[src/rtl/spi_arb_pkg.sv]
// spi_arb_pkg: shared state encoding and timeout constants for the SPI arbiter.
package spi_arb_pkg;
  typedef enum logic [1:0] {IDLE, LAUNCH, BUSY, FINISH} state_t;
  localparam int TMO_DEF = 1023;
  localparam logic [15:0] TMO_DATA = 16'hFFFF;
endpackage

[src/rtl/rr_sel2.sv]
// rr_sel2: two-way round-robin pick; winner=1 selects requester 1.
module rr_sel2 (
  input  logic req0,
  input  logic req1,
  input  logic last,
  output logic winner
);
  // On a tie the requester not served last wins; a lone request always wins.
  assign winner = (req0 & req1) ? ~last : req1;
endmodule

[src/rtl/spi_arb.sv]
// spi_arb: round-robin arbiter sharing one SPI master between the inertial
// and A2D requesters, with a BUSY-state timeout that returns 16'hFFFF.
module spi_arb
  import spi_arb_pkg::*;
#(
  parameter int TMO_CYC = TMO_DEF
) (
  input  logic        clk,
  input  logic        rst_n,
  input  logic        req0,
  input  logic [15:0] cmd0,
  input  logic        req1,
  input  logic [15:0] cmd1,
  output logic        gnt0,
  output logic        gnt1,
  output logic        done0,
  output logic        done1,
  output logic [15:0] rd_data,
  output logic        wrt,
  output logic [15:0] cmd,
  input  logic        spi_done,
  input  logic [15:0] spi_rd_data,
  output logic        tmo_err
);
  state_t      r_state;
  logic        r_last;
  logic        r_sel;
  logic [9:0]  r_cnt;
  logic        w_win;

  rr_sel2 u_sel (.req0(req0), .req1(req1), .last(r_last), .winner(w_win));

  always_ff @(posedge clk or negedge rst_n) begin
    if (!rst_n) begin
      r_state <= IDLE;
      r_last  <= 1'b1;
      r_sel   <= 1'b0;
      r_cnt   <= '0;
      gnt0    <= 1'b0;
      gnt1    <= 1'b0;
      done0   <= 1'b0;
      done1   <= 1'b0;
      wrt     <= 1'b0;
      tmo_err <= 1'b0;
      cmd     <= '0;
      rd_data <= '0;
    end else begin
      wrt   <= 1'b0;
      done0 <= 1'b0;
      done1 <= 1'b0;
      case (r_state)
        IDLE: if (req0 | req1) begin
          r_sel   <= w_win;
          cmd     <= w_win ? cmd1 : cmd0;
          gnt0    <= ~w_win;
          gnt1    <= w_win;
          wrt     <= 1'b1;
          r_state <= LAUNCH;
        end
        LAUNCH: begin
          r_cnt   <= '0;
          r_state <= BUSY;
        end
        // spi_done wins over a coinciding timeout
        BUSY: if (spi_done || r_cnt == 10'(TMO_CYC - 1)) begin
          rd_data <= spi_done ? spi_rd_data : TMO_DATA;
          tmo_err <= tmo_err | ~spi_done;
          done0   <= ~r_sel;
          done1   <= r_sel;
          r_state <= FINISH;
        end else begin
          r_cnt <= r_cnt + 10'd1;
        end
        FINISH: begin
          gnt0    <= 1'b0;
          gnt1    <= 1'b0;
          r_last  <= r_sel;
          r_state <= IDLE;
        end
        default: r_state <= IDLE;
      endcase
    end
  end
endmodule

[config.mk]
export PLATFORM = sky130hd
export DESIGN_NAME = spi_arb
export DESIGN_NICKNAME = d
export VERILOG_FILES = /design/src/rtl/spi_arb_pkg.sv /design/src/rtl/rr_sel2.sv /design/src/rtl/spi_arb.sv
export SDC_FILE = /design/constraint.sdc
export NUM_CORES = 1
export LEC_CHECK = 0
export BUFFER_PORTS_ARGS = -buffer_cell sky130_fd_sc_hd__buf_4
export CAP_MARGIN = 5
export CORE_MARGIN = 10
export CORE_UTILIZATION = 51
export CTS_BUF_LIST = sky130_fd_sc_hd__clkbuf_8
export CTS_CLUSTER_SIZE = 8
export DETAILED_ROUTE_END_ITERATION = 6
export PLACE_DENSITY = 0.91
export SLEW_MARGIN = 20
export SYNTH_ARGS = -nofsm -noshare
export SYNTH_HDL_FRONTEND = slang
export SYNTH_HIERARCHICAL = 1
export SYNTH_SLANG_ARGS = --single-unit
[constraint.sdc]
create_clock -name clk -period 2.4 [get_ports clk]
set_input_delay 0.48 -clock clk [delete_from_list [all_inputs] [get_ports clk]]
set_output_delay 0.48 -clock clk [all_outputs]
set_load 0.1 [all_outputs]
# [Word-level counts from Yosys, hierarchy flattened]
# Index checks and enable logic that the tools add are counted.
[word_totals] ff_bits=52 input_bits=53 output_inout_bits=38 word_cells=54
[classes] n_eq_ne=7 muxes=18 bitwise_logic=7 n_addsub=1 reduce_logical=9
[ops] op="$mux W16" n=2
[ops] op="$pmux W10 S2" n=1
[ops] op="$add A10 B1 Y10 const B" n=1
[ops] op="$eq A10 B10 Y1 const B" n=1
[ops] op="$mux W10" n=1
[ops] op="$reduce_and A2 Y1" n=5
[ops] op="$mux W1" n=9
[ops] op="$pmux W2 S4" n=1
[ops] op="$ne A2 B2 Y1 const B" n=3
[ops] op="$eq A2 B2 Y1 const B" n=2
[ops] op="$mux W2" n=2
[ops] op="$not A1 Y1" n=4
[ops] op="$pmux W1 S2" n=2
[ops] op="$reduce_bool A2 Y1" n=2
[ops] op="$eq A2 B1 Y1 const B" n=1
[ops] op="$logic_not A2 Y1" n=1
[ops] op="$or A1 B1 Y1" n=2
[ops] op="$and A1 B1 Y1" n=1
[ops] op="$logic_or A1 B1 Y1" n=1

# [Logic depth before layout (Yosys ltp)]
[depth] ltp_word=5 ltp_mapped=8 depth_no_buf=6

# [Modules after synthesis]
# Netlist, hierarchy kept.
[modules_own_cells] mod="spi_arb" area_per_inst_um2=2397.3 instances=1 cells_per_inst=209 seq_area_each_um2=1302.5
[modules_own_cells] mod="rr_sel2" area_per_inst_um2=11.3 instances=1 cells_per_inst=1 seq_area_each_um2=0.0

# [Worst setup path before layout]
# No wires, ideal clock.
[synth_path] path_type="register to register" startpoint="reg r_cnt[0]" endpoint="reg r_state[1]" setup_time_ns=0.125 path_buffers=1 period_less_slack_ns=1.852 arrival_time_ns=1.727 slack_ns=0.548 stages_incl_launch_ff=8 required_time_ns=2.275 path_cell_list="dfrtp_1 inv_1 ha_1 nand2_1 or3_1 buf_6 a21oi_1 mux2_2"
[synth_via] elab_chain_cells=4
[synth_lines] element="start: declaration" line="spi_arb.sv:28" text="logic [9:0] r_cnt;"
[synth_lines] element="start signal: assignment" line="spi_arb.sv:72" text="r_cnt <= r_cnt + 10'd1;"
[synth_lines] element="$eq A10 B10 Y1" line="spi_arb.sv:65" text="BUSY: if (spi_done || r_cnt == 10'(TMO_CYC - 1)) begin"
[synth_lines] element="$logic_or A1 B1 Y1" line="spi_arb.sv:65"
[synth_lines] element="$ne A2 B2 Y1 (no line)"
[synth_lines] element="$reduce_and A2 Y1 (no line)"
[synth_lines] element="end signal: assignment" line="spi_arb.sv:62" text="r_state <= BUSY;"
[synth_lines] element="end signal: assignment" line="spi_arb.sv:70" text="r_state <= FINISH;"
[synth_lines] element="end signal: assignment" line="spi_arb.sv:78" text="r_state <= IDLE;"
[synth_lines] element="end: declaration" line="spi_arb.sv:25" text="state_t r_state;"
# Every way passes these cells.
# A chain may end at the register's enable or synchronous reset.

# [Worst setup path in the final report]
[layout_path] startpoint="reg r_cnt[0]" endpoint="reg rd_data[3]"
[layout_via] elab_chain_cells=3
[layout_lines] element="$eq A10 B10 Y1" line="spi_arb.sv:65"
[layout_lines] element="$logic_or A1 B1 Y1" line="spi_arb.sv:65"
[layout_lines] element="$reduce_and A2 Y1 (no line)"
[layout_lines] element="end signal: assignment" line="spi_arb.sv:66" text="rd_data <= spi_done ? spi_rd_data : TMO_DATA;"
[layout_lines] element="end: declaration" line="spi_arb.sv:18" text="output logic [15:0] rd_data,"
# Every way passes these cells.

==> run_summary.xml <==
<?xml version="1.0" encoding="UTF-8"?>
<metrics>
  <group name="outcome">
    <metric name="run_status" unit="">finished clean</metric>
  </group>
  <group name="clock_tree">
    <metric name="post-cts-setup-buffers" unit="">0</metric>
    <metric name="tritoncts" unit="">built</metric>
    <metric name="clk_pin_slew" unit="ns">0.09</metric>
    <metric name="max-clock-path-buffers" unit="">2</metric>
    <metric name="cts-buffers-inserted" unit="">5</metric>
    <metric name="clkSinkCount" unit="">52</metric>
    <metric name="cts_repair_resize_count" unit="">0</metric>
    <metric name="cts.root.buffer_cell" unit="">sky130_fd_sc_hd__clkbuf_8</metric>
    <metric name="worstSkewPairLatency" unit="ns">0.30</metric>
    <metric name="cts-htree-levels" unit="">2</metric>
    <metric name="cts.hold.buffers_added" unit="">0</metric>
  </group>
  <group name="worst_setup_path">
    <metric name="reg2reg_from" unit="">r_cnt[0]</metric>
    <metric name="criticalPathCategory" unit="">reg -&gt; reg</metric>
    <metric name="critical_path_peak_fanout" unit="">18</metric>
    <metric name="start_kind" unit="">flip-flop</metric>
    <metric name="cp_data_required_time" unit="ns">2.64</metric>
    <metric name="setup.worst_path.end_class" unit="">flip-flop</metric>
    <metric name="worstPathArrival" unit="ns">2.39</metric>
    <metric name="setup.worst_path.start" unit="">r_cnt[0]</metric>
  </group>
  <group name="route">
    <metric name="routed-via-count" unit="">1944</metric>
    <metric name="drtAntennaViolNets" unit="">0</metric>
    <metric name="wl" unit="µm">5780</metric>
    <metric name="wire_per_inst" unit="µm">16.3</metric>
    <metric name="route.detailed.vias_per_inst" unit="">5.49</metric>
    <metric name="met3_length" unit="µm">717</metric>
    <metric name="met1_length" unit="µm">2310</metric>
    <metric name="top_layer_used" unit="">met4</metric>
    <metric name="detail_route.drc_violations" unit="">0</metric>
    <metric name="drt_first_iter_violations" unit="">98</metric>
    <metric name="route.met2.wl" unit="µm">2680</metric>
    <metric name="dr.pass1.iters" unit="">4</metric>
  </group>
  <group name="finish">
    <metric name="synthToLayoutAreaGrowth" unit="%">35.1</metric>
    <metric name="design_area" unit="µm²">3250</metric>
    <metric name="antennaDiodeCount" unit="">0</metric>
    <metric name="drive_above_1_share" unit="%">43.0</metric>
    <metric name="layout.filler_cells" unit="">304</metric>
    <metric name="multi_input_area" unit="µm²">1030</metric>
    <metric name="area.sequential" unit="µm²">1300</metric>
    <metric name="final_net_count" unit="">361</metric>
  </group>
  <group name="logic_synthesis">
    <metric name="yosysMostFrequentCell" unit="">sky130_fd_sc_hd__dfrtp_1</metric>
    <metric name="yosysWarnings" unit="">6</metric>
    <metric name="ys_top_cells_by_area" unit="">sky130_fd_sc_hd__dfrtp_1 (53%), sky130_fd_sc_hd__mux2i_1 (7.1%), sky130_fd_sc_hd__o22a_2 (6.6%), sky130_fd_sc_hd__o21ai_0 (4.4%), sky130_fd_sc_hd__ha_1 (3.6%)</metric>
    <metric name="synth_cell_type_count" unit="">42</metric>
    <metric name="synth-main-ff-cell" unit="">sky130_fd_sc_hd__dfrtp_1</metric>
    <metric name="synthesis.area" unit="µm²">2410</metric>
    <metric name="synth_top_area_cell" unit="">sky130_fd_sc_hd__dfrtp_1</metric>
    <metric name="postSynthCellCount" unit="">210</metric>
    <metric name="ys_seq_area_share" unit="%">54.1</metric>
    <metric name="postSynthRegisterBits" unit="">52</metric>
    <metric name="synth-edff-count" unit="">0</metric>
    <metric name="mappedNetlistNets" unit="">270</metric>
    <metric name="post_synth.cell_area_avg" unit="µm²">11.5</metric>
    <metric name="ys_async_sr_fraction" unit="%">100</metric>
    <metric name="post-synth-top-area-fraction" unit="%">53.0</metric>
    <metric name="cell_types_with_the_highest_counts_after_synthesis" unit="">sky130_fd_sc_hd__dfrtp_1 (51), sky130_fd_sc_hd__nand2_1 (23), sky130_fd_sc_hd__o21ai_0 (21)</metric>
  </group>
  <group name="global_route">
    <metric name="antenna_violations_before_repair" unit="">0</metric>
    <metric name="grt_pass1_wl" unit="µm">9650</metric>
    <metric name="grt_pass1_vias" unit="">2079</metric>
    <metric name="largest_net_degree_at_the_start_of_global_routing" unit="">53</metric>
    <metric name="track_usage" unit="%">15.6</metric>
    <metric name="final_global_route_overflow_total" unit="">0</metric>
  </group>
  <group name="sta">
    <metric name="fmaxAchievable" unit="MHz">466</metric>
    <metric name="grt_setup_unrepaired" unit="">false</metric>
    <metric name="final.hold.worst_slack" unit="ns">0.187</metric>
    <metric name="setup_violations" unit="">0</metric>
    <metric name="hold_viol" unit="">0</metric>
    <metric name="slew_headroom" unit="%">58.3</metric>
    <metric name="finalWorstPathRequiredPeriod" unit="ns">2.14</metric>
    <metric name="tightestPinTransition" unit="ns">0.626</metric>
    <metric name="finalClockSkew" unit="ns">0.00608</metric>
    <metric name="fin_tns_setup" unit="ns">0</metric>
    <metric name="report.final.slew_viol_count" unit="">0</metric>
    <metric name="layout_worst_path_cycle_share" unit="%">89.4</metric>
  </group>
  <group name="floorplanning">
    <metric name="placeableCoreArea" unit="µm²">4470</metric>
    <metric name="die_area" unit="µm²">7870</metric>
    <metric name="ioPinCount" unit="">91</metric>
    <metric name="num_rows" unit="">24</metric>
    <metric name="dieWidth" unit="µm">88.7</metric>
    <metric name="floorplan.die.height" unit="µm">88.7</metric>
    <metric name="initial_cell_density_of_the_core" unit="%">53.8</metric>
  </group>
  <group name="place">
    <metric name="hpwlAfterDp" unit="µm">4550</metric>
    <metric name="global_placer_s_final_weighted_congestion" unit="">0.796</metric>
    <metric name="numPortBuffers" unit="">90</metric>
    <metric name="placed_cell_area" unit="µm²">3130</metric>
  </group>
  <group name="worst_hold_path">
    <metric name="min_path_type" unit="">in -&gt; async</metric>
  </group>
  <group name="job">
    <metric name="drv.max_cap_violation_count" unit="">0</metric>
  </group>
</metrics>
-- worst max-delay path, stage by stage (launching register included) --
cell and delay (ns):
sky130_fd_sc_hd__dfrtp_1 0.47, sky130_fd_sc_hd__inv_1 0.10, sky130_fd_sc_hd__ha_1 0.17, sky130_fd_sc_hd__nand2_1 0.09
sky130_fd_sc_hd__or3_1 0.54, sky130_fd_sc_hd__a21boi_4 0.49, sky130_fd_sc_hd__o22a_2 0.22
-- cell families after synthesis --
logic type | count (synthesis) | synth area share (%)
mux | 21 | 8.93
flops | 52 | 54.1
simple gates | 55 | 11.5
compound gates | 59 | 18.4
fa+ha+maj | 7 | 3.64
buf+inv | 15 | 3.12
xor+xnor | 1 | 0.364
-- routing by layer --
layer	vias to the layer above	track usage, %
met1	910	16.9
li1	946	-
met4	0	5.29
met3	5	9.47
met2	83	24.7
met5	-	0
-- worst paths after layout --
check                                  end  slack (ns)  depth (start not counted)
worst max-delay path            rd_data[3]        0.26                          6
worst min-delay path                 done0        0.19                          1
worst max register to register  rd_data[3]        0.26                          6
worst min register to register     cmd[10]        0.49                          2
max in group asynchronous         r_cnt[1]        1.79                          1
min in group clk                rd_data[4]        0.39                          2
-- sequential cells by signal, indices dropped and copies added, names as in the netlist --
register,count
cmd,16
rd_data,16
r_cnt,10
r_state,2
done0,1
done1,1
gnt0,1
gnt1,1
r_last,1
r_sel,1
tmo_err,1
wrt,1
-- placed cells by master (no fill, tap or decap), types with 5 or more instances in the layout --
cell type	synthesis	layout
sky130_fd_sc_hd__buf_4	0	94
sky130_fd_sc_hd__inv_1	5	5
sky130_fd_sc_hd__o21ai_0	21	21
sky130_fd_sc_hd__nand2_1	23	23
sky130_fd_sc_hd__nand3_1	10	10
sky130_fd_sc_hd__mux2i_1	17	17
sky130_fd_sc_hd__clkbuf_8	0	7
sky130_fd_sc_hd__dfrtp_1	51	51
sky130_fd_sc_hd__o22a_2	16	16
sky130_fd_sc_hd__ha_1	7	7
-- through the flow --
step           std cells  util (%)  worst slack, ns
5_1_grt              354      72.7            0.163
2_1_floorplan        210         -            0.548
3_5_place_dp         346      69.9            0.294
4_1_cts              354      72.7            0.275
6_report             354      72.7            0.255
3_3_place_gp         346      69.9            0.386
-- layout make-up --
type	instances	share of cell area, %
Clock buffer	7	2.96
Clock inverter	1	0.923
Inverter	5	0.577
Multi-Input combinational cell	143	31.8
Sequential cell	52	40.0
Tap cell	52	2.00
Timing Repair Buffer	94	21.7
Power is left out: the tool's default activity adds up to more than one toggle a clock period on the data nets, which glitch-free logic cannot reach.
